[src/rtl/mem_bist_ctrl.sv]
// Memory BIST sequencer: writes an LFSR pattern to every address, reads it back and compares.
// Optional error log (err_cnt_o, first_err_addr_o) is built when MEM_BIST_ERR_LOG_EN is defined.
module mem_bist_ctrl #(
  parameter int unsigned WIDTH      = 16,
  parameter int unsigned DEPTH      = 64,
  parameter int unsigned ADDR_WIDTH = $clog2(DEPTH),
  parameter logic [15:0] SEED       = 16'hACE1,
  parameter int unsigned TIMEOUT    = 255
) (
  input  logic                  clk_i,
  input  logic                  rst_i,
  input  logic                  start_i,
  output logic                  mem_valid_o,
  output logic                  mem_wr_rd_o,
  output logic [ADDR_WIDTH-1:0] mem_addr_o,
  output logic [WIDTH-1:0]      mem_wdata_o,
  input  logic [WIDTH-1:0]      mem_rdata_i,
  input  logic                  mem_ready_i,
  output logic                  busy_o,
  output logic                  done_o,
  output logic                  pass_o,
  output logic                  timeout_o
`ifdef MEM_BIST_ERR_LOG_EN
  ,
  output logic [ADDR_WIDTH:0]   err_cnt_o,
  output logic [ADDR_WIDTH-1:0] first_err_addr_o
`endif
);

  localparam int unsigned TW = $clog2(TIMEOUT + 1);

  typedef enum logic [2:0] {S_IDLE, S_WRITE, S_GAP, S_READ, S_DONE} state_t;

  state_t        state;
  logic [15:0]   lfsr;
  logic [15:0]   lfsr_next;
  logic [TW-1:0] wait_cnt;
  logic          err_seen;
  logic          hs;
  logic          last;
  logic          stall_to;
  logic          mismatch;

  always_comb begin
    hs        = mem_valid_o & mem_ready_i;
    last      = (mem_addr_o == ADDR_WIDTH'(DEPTH - 1));
    stall_to  = mem_valid_o & ~mem_ready_i & (wait_cnt == TW'(TIMEOUT - 1));
    mismatch  = hs & ~mem_wr_rd_o & (mem_rdata_i != WIDTH'(lfsr));
    lfsr_next = {lfsr[14:0], lfsr[15] ^ lfsr[13] ^ lfsr[12] ^ lfsr[10]};
  end

  always_ff @(posedge clk_i or negedge rst_i) begin
    if (!rst_i) begin
      state            <= S_IDLE;
      lfsr             <= '0;
      wait_cnt         <= '0;
      err_seen         <= 1'b0;
      mem_valid_o      <= 1'b0;
      mem_wr_rd_o      <= 1'b0;
      mem_addr_o       <= '0;
      mem_wdata_o      <= '0;
      busy_o           <= 1'b0;
      done_o           <= 1'b0;
      pass_o           <= 1'b0;
      timeout_o        <= 1'b0;
`ifdef MEM_BIST_ERR_LOG_EN
      err_cnt_o        <= '0;
      first_err_addr_o <= '0;
`endif
    end else begin
      done_o <= 1'b0;
      if (hs)
        wait_cnt <= '0;
      else if (mem_valid_o)
        wait_cnt <= wait_cnt + TW'(1);

      case (state)
        S_IDLE: begin
          if (start_i) begin
            state       <= S_WRITE;
            busy_o      <= 1'b1;
            mem_valid_o <= 1'b1;
            mem_wr_rd_o <= 1'b1;
            mem_addr_o  <= '0;
            lfsr        <= SEED;
            mem_wdata_o <= WIDTH'(SEED);
            pass_o      <= 1'b0;
            timeout_o   <= 1'b0;
            err_seen    <= 1'b0;
            wait_cnt    <= '0;
`ifdef MEM_BIST_ERR_LOG_EN
            err_cnt_o        <= '0;
            first_err_addr_o <= '0;
`endif
          end
        end

        S_WRITE, S_READ: begin
          if (stall_to) begin
            state       <= S_DONE;
            mem_valid_o <= 1'b0;
            timeout_o   <= 1'b1;
            pass_o      <= 1'b0;
            done_o      <= 1'b1;
            busy_o      <= 1'b0;
          end else if (hs) begin
            if (mismatch) begin
              err_seen <= 1'b1;
`ifdef MEM_BIST_ERR_LOG_EN
              err_cnt_o <= err_cnt_o + (ADDR_WIDTH + 1)'(1);
              if (!err_seen)
                first_err_addr_o <= mem_addr_o;
`endif
            end
            if (last) begin
              mem_valid_o <= 1'b0;
              if (state == S_WRITE) begin
                state <= S_GAP;
              end else begin
                // final read's compare result is folded in here, not via err_seen
                state  <= S_DONE;
                done_o <= 1'b1;
                busy_o <= 1'b0;
                pass_o <= ~(err_seen | mismatch);
              end
            end else begin
              mem_addr_o <= mem_addr_o + ADDR_WIDTH'(1);
              lfsr       <= lfsr_next;
              if (state == S_WRITE)
                mem_wdata_o <= WIDTH'(lfsr_next);
            end
          end
        end

        S_GAP: begin
          state       <= S_READ;
          mem_valid_o <= 1'b1;
          mem_wr_rd_o <= 1'b0;
          mem_addr_o  <= '0;
          mem_wdata_o <= '0;
          lfsr        <= SEED;
        end

        S_DONE: state <= S_IDLE;

        default: state <= S_IDLE;
      endcase
    end
  end

endmodule

[config.mk]
export PLATFORM = sky130hd
export DESIGN_NAME = mem_bist_ctrl
export DESIGN_NICKNAME = d
export VERILOG_FILES = /design/src/rtl/mem_bist_ctrl.sv
export SDC_FILE = /design/constraint.sdc
export NUM_CORES = 1
export LEC_CHECK = 0
export CAP_MARGIN = 10
export CORE_MARGIN = 2
export CORE_UTILIZATION = 54
export CTS_BUF_LIST = sky130_fd_sc_hd__clkbuf_8
export DETAILED_ROUTE_END_ITERATION = 10
export PLACE_DENSITY_LB_ADDON = 0.12
export SLEW_MARGIN = 20
export SYNTH_ARGS = -nofsm -noshare
export SYNTH_HDL_FRONTEND = slang
export SYNTH_SLANG_ARGS = --single-unit
[constraint.sdc]
create_clock -name clk_i -period 2 [get_ports clk_i]
set_clock_uncertainty 0.2 [all_clocks]
set_input_delay 0.4 -clock clk_i [delete_from_list [all_inputs] [get_ports clk_i]]
set_output_delay 0.4 -clock clk_i [all_outputs]
set_load 0.05 [all_outputs]
# --- After elaboration in Yosys (flattened, before gate mapping) ---
# Cells that the tools add are included.
totals:
  register_bits: 56
  latch_bits: 0
  ram_bits: 0
  rom_bits: 0
  inputBits: 20
  word_cells: 108
  memories: 0
classes:
  addsub: 2
  mul: 0
  div: 0
  magnitude_cmp: 0
  eq_ne: 16
  shifts: 0
  n_mux: 53
  bitwise: 12
  reduce_logical: 13
op_table:
  columns: ["cell", "n"]
  rows:
  - ["16-bit two-way mux", 8]
  - ["16-bit one-hot mux with 3 select lines", 2]
  - ["8-bit two-way mux", 4]
  - ["6-bit two-way mux", 4]
  - ["1-bit two-way mux", 22]
  - ["6-bit one-hot mux with 3 select lines", 1]
  - ["16-bit inequality test", 1]
  - ["3-bit two-way mux", 5]
  - ["5-bit AND reduction", 3]
  - ["2-bit inequality test, second input constant", 7]
  - ["1-bit one-hot mux with 2 select lines", 5]
  - ["3-bit inequality test, second input constant", 3]
  - ["3-bit one-hot mux with 3 select lines", 1]
  - ["8-bit by 1-bit adder with 8-bit output, second input constant", 1]
  - ["8-bit equality test, second input constant", 1]
  - ["6-bit by 1-bit adder with 6-bit output, second input constant", 1]
  - ["3-bit by 2-bit equality test with 1-bit output, second input constant", 2]
  - ["6-bit equality test, second input constant", 1]
  - ["3-bit AND reduction", 2]
  - ["6-bit AND reduction", 1]
  - ["1-bit bitwise AND", 5]
  - ["4-bit AND reduction", 1]
  - ["2-bit nonzero test", 2]
  - ["3-bit by 1-bit equality test with 1-bit output, second input constant", 1]
  - ["other kinds (8)", 12]

# --- Logic depth before layout (Yosys ltp) ---
# Gate-level depths: netlist (run 1).
logic_depth:
  word_depth: 10
  ltp_mapped: 8
  mapped_depth_nobuf: 7

# --- Worst setup path before layout (run 1) ---
# Ideal clock, no wire load.
synth_timing:
  path_type: "reg-to-reg"
  startpoint: "register mem_addr_o[0]"
  endpoint: "register lfsr[0]"
  setup_ns: 0.123
  arrival_time_ns: 1.916
  t_required_ns: 1.677
  setup_slack_ns: -0.239
  path_stages_with_launch: 9
  n_path_buf: 2
  synth_period_minus_slack_ns: 2.239
  path_cell_list: "dfrtp_1 ha_1 nand3_2 o2111a_2 or2_1 buf_6 buf_6 nor2_1 a21oi_1"
synth_via:
  elab_chain_cells: 3
synth_lines:
  columns: ["item", "line_no", "source"]
  rows:
  - ["from (decl)", "15", "output logic [ADDR_WIDTH-1:0] mem_addr_o,"]
  - ["from (signal assigned)", "127", "mem_addr_o <= mem_addr_o + ADDR_WIDTH'(1);"]
  - ["6-bit equality test", "46", "last = (mem_addr_o == ADDR_WIDTH'(DEPTH - 1));"]
  - ["2-bit inequality test (no line)", null, null]
  - ["5-bit AND reduction (no line)", null, null]
  - ["to (signal assigned)", "128", "lfsr <= lfsr_next;"]
  - ["to (decl)", "35", "logic [15:0] lfsr;"]
# No other way between the ends.
# A chain may end at the register's enable or synchronous reset.

# --- Worst setup path after layout (run 1) ---
layout_timing:
  startpoint: "register mem_addr_o[1]"
  endpoint: "register lfsr[7]"
# The elaborated chain is that of the path after synthesis.

==> results of run 1 <==
## kinds of logic (layout without fill, tap and decap cells)
logic type	Yosys count	count (layout)
AO/OA/AOI/OAI	61	61
buffers and inverters	16	86
multiplexers	1	1
flip-flops	56	56
adder cells (fa/ha/maj)	3	3
AND/OR/NAND/NOR	106	106
XOR/XNOR	28	28
## how the worst min path moves through the flow
stage / depth (start not counted) / to
after CTS: 2 / mem_wdata_o[8]
after detailed placement: 1 / wait_cnt[4]
after global placement: 1 / wait_cnt[3]
after floorplan: 0 / busy_o
after global routing: 2 / mem_wdata_o[8]
final: 2 / mem_wdata_o[8]
## critical path: stages (launching register included)
cell and delay (ns):
dfrtp_2 0.42, ha_4 0.16, nand3_4 0.09, o2111a_2 0.30, or2_2 0.40, nor2_1 0.13, a21oi_1 0.05
## per-layer routing
metal	track usage (%)	vias to the layer above	wire [µm]
met2	34.6	71	2630
met3	3.39	5	335
li1	-	1060	-
met1	32.8	996	2770
met4	8.89	0	70
met5	0	-	0
## stage by stage
stage	area, µm²	cells	hold WS (ns)
floorplan	2690	271	-0.0956
global placement	3340	399	0.202
detailed placement	3340	399	0.204
CTS	3460	408	0.292
global route	3460	408	0.322
finish	3460	408	0.284
## timing repair
action / 4_1_cts / 5_1_grt
gates resized for setup: 0 / 2
endpoints found under the hold margin: 20 / 0
endpoints found under the setup margin: 0 / 3
hold buffers: 1 / 0
## cell type report
class | count | area, µm² | area share [%]
flip-flops and latches | 56 | 1410 | 40.6
clock inverters | 3 | 42.5 | 1.23
clock buffers | 5 | 68.8 | 1.99
repair buffers | 75 | 658 | 19.0
inverters | 3 | 11.3 | 0.325
well taps | 67 | 83.8 | 2.42
multi-input cells | 199 | 1190 | 34.4
## synth_stat cells (all sizes together)
| library cell | count |
|---|---|
| dfrtp | 56 |
| nand3 | 2 |
| o31a | 1 |
| inv | 3 |
| nor4 | 2 |
| a21oi | 18 |
| nand2b | 10 |
| o22ai | 1 |
| and2 | 1 |
| o2111ai | 1 |
| clkbuf | 3 |
| nand4 | 8 |
| o2111a | 1 |
| o41ai | 2 |
| nand3b | 1 |
| a22o | 9 |
| or2 | 2 |
| buf | 10 |
| xnor2 | 20 |
| and3 | 3 |
| o21ai | 24 |
| mux2 | 1 |
| nor2 | 36 |
| xor2 | 8 |
| o21a | 3 |
| ha | 3 |
| o31ai | 1 |
| nand2 | 33 |
| nor3 | 7 |
| nor2b | 1 |
## report_power, final
| group | switching [mW] | internal [mW] | total (mW) |
|---|---|---|---|
| combinational | 1.43 | 0.941 | 2.37 |
| clock | 0.360 | 0.371 | 0.730 |
| sequential | 0.412 | 1.53 | 1.94 |
| total | 2.20 | 2.84 | 5.05 |
## sequential cells by signal, summed over array words and instances, names as in the netlist
name         count
mem_wr_rd_o      1
mem_valid_o      1
mem_wdata_o     16
timeout_o        1
mem_addr_o       6
done_o           1
lfsr            16
busy_o           1
pass_o           1
state            3
err_seen         1
wait_cnt         8
==> summary.md, run 1 <==
| Metric | Value |
|---|---|
| Run status | finished, final reports clean |
| Multiplexer area fraction after synthesis | 0.423% |
| Yosys warns | 0 |
| Seq/Total Area, Yosys | a little over half |
| Largest family of logic cells by synthesized area | simple AND/OR/NAND/NOR gates |
| Avg WL per Cell | approximately 14 µm |
| DIE HEIGHT | about 74 µm |
| Reg2reg setup slack | around 0.12 ns |
| Critical Path End | lfsr[7] |
| Tcrit/Tclk final | between 90% and 100% |
| Commonest cells after routing, fill and taps aside | dfrtp_1, buf_4, nor2_1, nand2_1 |
| Via count | between 2k and 2.5k |
| Max Fclk | between 0.5 and 0.6 GHz |
| Largest net degree at the start of global routing | 33 |
| Fillcell total | approximately 370 |
| Setup crit start | mem_addr_o[1] |
| Initial antenna violation count | 0 |
| Chip width | about 74 µm |
| ANT nets after route | 0 |
| DRT Pass-1 Iters | 4 |
| IO buf count | 47 |
| Root Buffer Master | clkbuf_8 |
| Worst r2r dst | lfsr[7] |
| Syn Inst Count | 271 |
| Die area | around 0.0055 mm² |
| Max-cap violation count | 0 |
| Post-route setup slack | roughly 0.12 ns |
| GRT Overall Usage | about 23% |
| Mapped Nets | ~290 |
| ANT cells | 0 |
| Clock buffer count from CTS | 5 |
| Vias in the first global route | 2004 |
| Design Power | a little over 5 mW |
| Register-to-Register Path Depth | 6 |
| Via density | around 5.2 |
| DR iter-0 viols | 120 |
| Simple-gate portion of the synthesized area | between 10% and 20% |
| First-pass GRT wire length | ~9400 µm |
| Leakage | roughly 1.6 nW |
| Share of layout cells above drive strength 1 | between 20% and 30% |
| CP Class | flip-flop to flip-flop |
| Total grt overflow | 0 |
| Top-area cell type share of the netlist area | roughly 53% |
| Arrival time at the worst endpoint | about 1.9 ns |
| Initial Util | between 50% and 60% |
| Area Growth Syn to Fin | 30.2% |
| Drt drc | 0 |
| H-tree Lvls | 2 |
| Layout Utilization | approximately three quarters |
| CTS tree | built |
| Hold path startpoint | mem_wdata_o[8] |
| Cell Rows | 25 |
| Mapped Avg Cell Area | between 9 and 10 µm² |
| Clock tree buffer depth | 2 |
| # IOs | 48 |
| GPL Wtd Cong | between 0.8 and 0.9 |
| RSZ-0062 raised after global routing | false |
| Synth Area in XOR/XNOR | a little under a tenth |
| Adder-cell area share of the yosys netlist | under 10% |
| Placeable core area | 0.00472 mm² |
| Setup slack at placement | -0.184 ns |
| CP Max Fanout | 16 |
| Clk sinks | 56 |
| Period minus WS final | ~1.9 ns |
| Setup_tns | 0 ns |
| Yosys reg bits | 56 |
| RR Startpoint | mem_addr_o[1] |
| Clock slew seen by the registers of the worst setup and hold paths | ~0.10 ns |
| Hold Crit Class | flip-flop to flip-flop |
| Synth Area in Compound Gates | 14.3% |
| # setup viols final | 0 |
| Final Max Slew Viols | 0 |
| VDD IR max | roughly 0.89 mV |
| Largest cells by area after synthesis | dfrtp_1, xnor2_1, nor2_1 |
| Worst rel slew slack | between 60% and 70% |
| CP startpoint kind | flip-flop |
| Yosys top cell by area | dfrtp_1 |
| Pwr dens | around 1500 mW/mm² |
| Critical Path RT | approximately 2 ns |
| Least-Margin Pin Slew | between 0.5 and 0.6 ns |
| Dpl hpwl | approximately 4400 µm |
| Total Wirelength | approximately 5800 µm |
| Fin. Hold Viols | 0 |
| Insertion delay to the later sink of the worst-skew pair | roughly 0.31 ns |
| Crit end category | flip-flop |
| Post-CTS Setup Bufs | 0 |
| Post-synth cell types | 37 |
| Nets | about 360 |
| Post-synthesis cell area | approximately 0.0027 mm² |
No activity file was read; power rests on OpenSTA's default activity.
==> inputs of run 2 (changes only) <==
--- a/config.mk
+++ b/config.mk
@@ -7,7 +7,7 @@
 export LEC_CHECK = 0
 export CAP_MARGIN = 10
 export CORE_MARGIN = 2
-export CORE_UTILIZATION = 54
+export CORE_UTILIZATION = 35
 export CTS_BUF_LIST = sky130_fd_sc_hd__clkbuf_8
 export DETAILED_ROUTE_END_ITERATION = 10
 export PLACE_DENSITY_LB_ADDON = 0.12
@@ -15,3 +15,4 @@
 export SYNTH_ARGS = -nofsm -noshare
 export SYNTH_HDL_FRONTEND = slang
 export SYNTH_SLANG_ARGS = --single-unit
+export TNS_END_PERCENT = 1
==> run 2 against run 1 <==
Total power fell by 1.6%. Clock-buffer cell count increased by 1. Clock power down 9.5%. Largest power group unchanged.
==> summary.md, run 2 (synthesis results as in run 1) <==
| Metric | Value |
|---|---|
| DRT Pass-1 Iters | 4 (unchanged) |
| Cts hold-fix bufs | 1 (unchanged) |
| GRT Overall Usage | 15.3% (-7.3 points) |
| Reg2reg setup slack | 0.14 ns (+0.02 ns) |
| Clock buffer count from CTS | 5 (unchanged) |
| Fin. Hold Viols | 0 (unchanged) |
| Insertion delay to the later sink of the worst-skew pair | 0.31 ns (about the same) |
| Area Growth Syn to Fin | 31.3% |
| Dpl cells | 432 (+8.3%) |
| # setup viols final | 0 (unchanged) |
| Multi-input gate area | 0.00119 mm² (-0.52%) |
| Final Max Slew Viols | 0 (unchanged) |
| GPL Wtd Cong | 0.794 (-4.6%) |
| CTS tree | built |
| Register area | 0.00141 mm² (unchanged) |
| Register-to-Register Path Depth | 6 (unchanged) |
| Dpl hpwl | 4650 µm (+5.2%) |
| Arrival time at the worst endpoint | 1.95 ns (+0.08 ns) |
| Clock slew seen by the registers of the worst setup and hold paths | 0.10 ns (about the same) |
| H-tree Lvls | 2 (unchanged) |
| VDD IR max | 0.478 mV (-46%) |
| Hold Path Depth | 2 (unchanged) |
| Placeable core area | 0.00729 mm² (+54%) |
| Initial Util | 36.5% (-20 points) |
| Nets | 364 (+0.28%) |
| Worst rel slew slack | 67.1% (+2.2 points) |
| Least-Margin Pin Slew | 0.494 ns (-0.0326 ns) |
| Period minus WS final | 1.90 ns (+0.0218 ns) |
| First-pass GRT wire length | 10300 µm (+9.6%) |
| Max-cap violation count | 0 (unchanged) |
| Chip width | 91.2 µm (+23%) |
| Largest net degree at the start of global routing | 33 (unchanged) |
| Initial antenna violation count | 0 (unchanged) |
| Leading cell type in the layout, fill and taps excluded | buf_4 |
| CP Class | primary input to flip-flop |
| Post-CTS Setup Bufs | 0 (unchanged) |
| Pwr dens | 1420 mW/mm² (-2.4%) |
| Cell Rows | 31 (+24%) |
| Avg WL per Cell | 13.8 µm (-2.9%) |
| Tcrit/Tclk final | 94.9% (+1.1 points) |
| DIE HEIGHT | 91.2 µm (+23%) |
| Commonest cells after routing, fill and taps aside | buf_4, dfrtp_1, nor2_1, nand2_1 |
| Clk sinks | 56 (unchanged) |
| Total Wirelength | 6090 µm (+5.0%) |
| Via count | 2083 (-2.3%) |
| Hold Crit Class | flip-flop to flip-flop |
| Fillcell total | 730 (+96%) |
| DR iter-0 viols | 142 (+18%) |
| Die area | 0.00831 mm² (+51%) |
| CP startpoint kind | primary input |
| Crit end category | flip-flop |
| Max Fclk | 0.527 GHz (-1.1%) |
| Run status | finished, final reports clean |
| IO buf count | 47 (unchanged) |
| ANT cells | 0 (unchanged) |
| CP Max Fanout | 2 (-14) |
| Leakage | 1.56 nW (-0.49%) |
| Critical Path RT | 2.05 ns (+0.06 ns) |
| Largest regs | lfsr (16), mem_wdata_o (16), wait_cnt (8) |
| Total grt overflow | 0 (unchanged) |
| Clock tree buffer depth | 2 (unchanged) |
| Root Buffer Master | clkbuf_8 |
| Share of layout cells above drive strength 1 | 22.8% (-0.36 points) |
| Fin cells | 441 (+8.1%) |
| ANT nets after route | 0 (unchanged) |
| # IOs | 48 (unchanged) |
| RSZ-0062 raised after global routing | false |
| Vias in the first global route | 2026 (+1.1%) |
| Via density | 4.72 (-9.6%) |
| Hold WS | 0.286 ns (+0.00196 ns) |
| Drt drc | 0 (unchanged) |
| Post-CTS Resized | 0 (unchanged) |
## run 2: final timing paths
kind / startpoint / to
worst min register to register: mem_wdata_o[2] / mem_wdata_o[2]
worst min-delay path: mem_wdata_o[2] / mem_wdata_o[2]
min in group asynchronous: rst_i / wait_cnt[5]
max in group asynchronous: rst_i / mem_addr_o[4]
worst max-delay path: mem_rdata_i[1] / pass_o
worst max register to register: mem_addr_o[1] / lfsr[1]
## run 2: per-stage QoR
| step | cell area [µm²] | TNS (ns) | power, mW | utilization (%) | setup slack [ns] |
|---|---|---|---|---|---|
| 2_1_floorplan | 2690 | -0.0225 | 3.53 | - | -0.0120 |
| 3_3_place_gp | 3380 | -4.37 | 4.32 | 46.4 | -0.199 |
| 3_5_place_dp | 3380 | -4.57 | 4.35 | 46.4 | -0.208 |
| 4_1_cts | 3490 | 0 | 5.01 | 47.9 | 0.116 |
| 5_1_grt | 3490 | 0 | 5.32 | 47.9 | 0.00357 |
| 6_report | 3490 | 0 | 4.96 | 47.9 | 0.102 |
## run 2: area by class of cell
| class | count | share of cell area, % |
|---|---|---|
| Sequential cell | 56 | 40.3 |
| Multi-Input combinational cell | 199 | 34.0 |
| Timing Repair Buffer | 76 | 19.1 |
| Tap cell | 99 | 3.55 |
| Clock buffer | 6 | 2.36 |
| Clock inverter | 2 | 0.430 |
| Inverter | 3 | 0.322 |
## run 2: critical path: stages
cell	delay, ns
clkdlybuf4s50_1	0.45
xnor2_1	0.23
nand4_1	0.18
nor4_1	0.34
buf_4	0.19
nor3_1	0.04
o21ai_1	0.13
## run 2: layer usage
layer	vias up	wire [µm]	track usage, %
li1	1062	-	-
met4	0	76	4.55
met1	980	3230	23.5
met2	35	2580	22.0
met3	6	208	2.66
met5	-	0	0
## run 2: where the power goes
group	switching (mW)	internal, mW	total, mW
clock network	0.379	0.281	0.661
registers	0.416	1.53	1.95
logic	1.41	0.948	2.36
==> inputs of run 3 (changes only) <==
--- a/config.mk
+++ b/config.mk
@@ -8,7 +8,6 @@
 export CAP_MARGIN = 10
 export CORE_MARGIN = 2
 export CORE_UTILIZATION = 35
-export CTS_BUF_LIST = sky130_fd_sc_hd__clkbuf_8
 export DETAILED_ROUTE_END_ITERATION = 10
 export PLACE_DENSITY_LB_ADDON = 0.12
 export SLEW_MARGIN = 20
==> constraint.sdc (replaced) <==
create_clock -name clk_i -period 2 [get_ports clk_i]
set_clock_uncertainty 0.2 [all_clocks]
set_input_delay 0.3 -clock clk_i [delete_from_list [all_inputs] [get_ports clk_i]]
set_output_delay 0.3 -clock clk_i [all_outputs]
set_load 0.05 [all_outputs]
==> run 3 against run 2 <==
Flip-flop and latch count did not move. Sequential power barely moved. Cell area fell by 0.54%. Non-clock buffer count fell by 3. Critical path depth fell by 6. Via count rose by 0.38%. Critical endpoint is now done_o.
==> summary.md, run 3 (synthesis results as in run 1) <==
| Metric | Value |
|---|---|
| Clock buffer count from CTS | 5 (unchanged) |
| # IOs | 48 (unchanged) |
| Area Growth Syn to Fin | 30.6% |
| Area after DPL | 0.00335 mm² (-0.96%) |
| Share of layout cells above drive strength 1 | 21.8% (-0.98 points) |
| DR iter-0 viols | 47 (-67%) |
| Leakage | 1.55 nW (-0.71%) |
| Critical Path RT | 1.50 ns (-0.55 ns) |
| Hold Path Depth | 2 (unchanged) |
| Design Power | 4.99 mW (+0.53%) |
| Worst rel slew slack | 63.6% (-3.5 points) |
| Worst path bufs/invs | 1 (-1) |
| DRT Pass-1 Iters | 4 (unchanged) |
| WP depth | 1 (-6) |
| Cell Rows | 31 (unchanged) |
| Hold Crit Class | flip-flop to flip-flop |
| CP Max Fanout | 1 (-1) |
| Fin. Hold Viols | 0 (unchanged) |
| Layout Utilization | 47.6% (-0.26 points) |
| Run status | finished, final reports clean |
| Setup_tns | 0 ns (unchanged) |
| IO buf count | 47 (unchanged) |
| Post-CTS Resized | 0 (unchanged) |
| Placeable core area | 0.00729 mm² (unchanged) |
| Via density | 4.77 (+1.1%) |
| CTS tree | built |
| Least-Margin Pin Slew | 0.547 ns (+0.0529 ns) |
| Largest stage delay, worst path | 0.79 ns (+0.34 ns) |
| Largest net degree at the start of global routing | 33 (unchanged) |
| Period minus WS final | 1.92 ns (+0.0253 ns) |
| DIE HEIGHT | 91.2 µm (unchanged) |
| ANT cells | 0 (unchanged) |
| Via count | 2091 (+0.38%) |
| Post-route design area | 0.00347 mm² (-0.54%) |
| CP Class | flip-flop to output pin |
| Vias in the first global route | 1928 (-4.8%) |
| Commonest cells after routing, fill and taps aside | dfrtp_1, buf_4, nor2_1, nand2_1 |
| Avg WL per Cell | 13.7 µm (-1.0%) |
| ANT nets after route | 0 (unchanged) |
| Root Buffer Master | clkbuf_8 |
| Dpl hpwl | 4540 µm (-2.3%) |
| Max-cap violation count | 0 (unchanged) |
| Largest regs | lfsr (16), mem_wdata_o (16), wait_cnt (8) |
| Initial antenna violation count | 0 (unchanged) |
| Initial Util | 36.5% (unchanged) |
| Slowest-stage cell, CP | clkdlybuf4s50_1 |
| Final Max Slew Viols | 0 (unchanged) |
| Arrival time at the worst endpoint | 1.42 ns (-0.53 ns) |
| Clk sinks | 56 (unchanged) |
| GRT Overall Usage | 15.1% (-0.25 points) |
| Max Fclk | 0.520 GHz (-1.3%) |
| Tcrit/Tclk final | 96.2% (+1.3 points) |
| VDD IR max | 0.522 mV (+9.2%) |
| Crit-path leading delay family | buffers and inverters |
| Drt drc | 0 (unchanged) |
| Crit end category | output pin |
| Leading cell type in the layout, fill and taps excluded | dfrtp_1 |
| Register-to-Register Path Depth | 7 (+1) |
| Clock tree buffer depth | 2 (unchanged) |
| Chip width | 91.2 µm (unchanged) |
| Pwr dens | 1440 mW/mm² (+1.1%) |
| Die area | 0.00831 mm² (unchanged) |
| First-pass GRT wire length | 10000 µm (-2.8%) |
| Total Wirelength | 5990 µm (-1.7%) |
| Hold WS | 0.285 ns (-0.000958 ns) |
| Clock slew seen by the registers of the worst setup and hold paths | 0.10 ns (about the same) |
| GPL Wtd Cong | 0.781 (-1.6%) |
| Nets | 361 (-0.82%) |
| Total grt overflow | 0 (unchanged) |
| CP startpoint kind | flip-flop |
| # setup viols final | 0 (unchanged) |
| Insertion delay to the later sink of the worst-skew pair | 0.31 ns (about the same) |
| Worst-path cell chain | clkdlybuf4s50_1 |
| RSZ-0062 raised after global routing | false |
| H-tree Lvls | 2 (unchanged) |
==> run 3: path summary, 6_finish.rpt <==
kind | from | end | slack (ns)
setup reg to reg | mem_addr_o[1] | mem_addr_o[5] | 0.16
hold reg to reg | mem_wdata_o[1] | mem_wdata_o[1] | 0.29
setup / recovery | done_o | done_o | 0.08
min in group asynchronous | rst_i | mem_wdata_o[15] | 0.30
max in group asynchronous | rst_i | mem_addr_o[4] | 0.72
hold / removal | mem_wdata_o[1] | mem_wdata_o[1] | 0.29
==> run 3: power breakdown <==
| group | internal, mW | leakage [nW] | switching (mW) | total, mW |
|---|---|---|---|---|
| combinational | 0.907 | 0.802 | 1.38 | 2.29 |
| clock | 0.371 | 0.0541 | 0.375 | 0.747 |
| sequential | 1.53 | 0.694 | 0.423 | 1.95 |
==> run 3: layout make-up <==
| type | instances | area (µm²) |
|---|---|---|
| Fill cell | 723 | 3820 |
| Timing Repair Buffer | 73 | 633 |
| Sequential cell | 56 | 1410 |
| Clock inverter | 3 | 42.5 |
| Tap cell | 99 | 124 |
| Multi-Input combinational cell | 199 | 1190 |
| Clock buffer | 5 | 68.8 |
| Inverter | 3 | 11.3 |
==> run 3: what timing repair did <==
action / in CTS / in global routing
endpoints found under the hold margin: 22 / 0
hold buffers: 1 / 0
endpoints found under the setup margin: 0 / 0
setup buffers: 0 / 0
==> run 3: stage by stage <==
| step | cells | worst slack (ns) |
|---|---|---|
| final | 438 | 0.0762 |
| after global routing | 438 | 0.00116 |
| after CTS | 438 | 0.0614 |
| after detailed placement | 429 | -0.118 |
| after global placement | 429 | -0.115 |
| after floorplan | 271 | -0.0120 |
==> run 3: metal layers <==
metal / GRT usage [%] / routed length [µm] / vias up / part of all wire, %
met3: 2.74 / 210 / 6 / 3.5
met4: 4.17 / 69 / 0 / 1.2
met1: 23.5 / 3160 / 989 / 53
met5: 0 / 0 / - / 0
li1: - / - / 1065 / -
met2: 21.3 / 2550 / 31 / 43
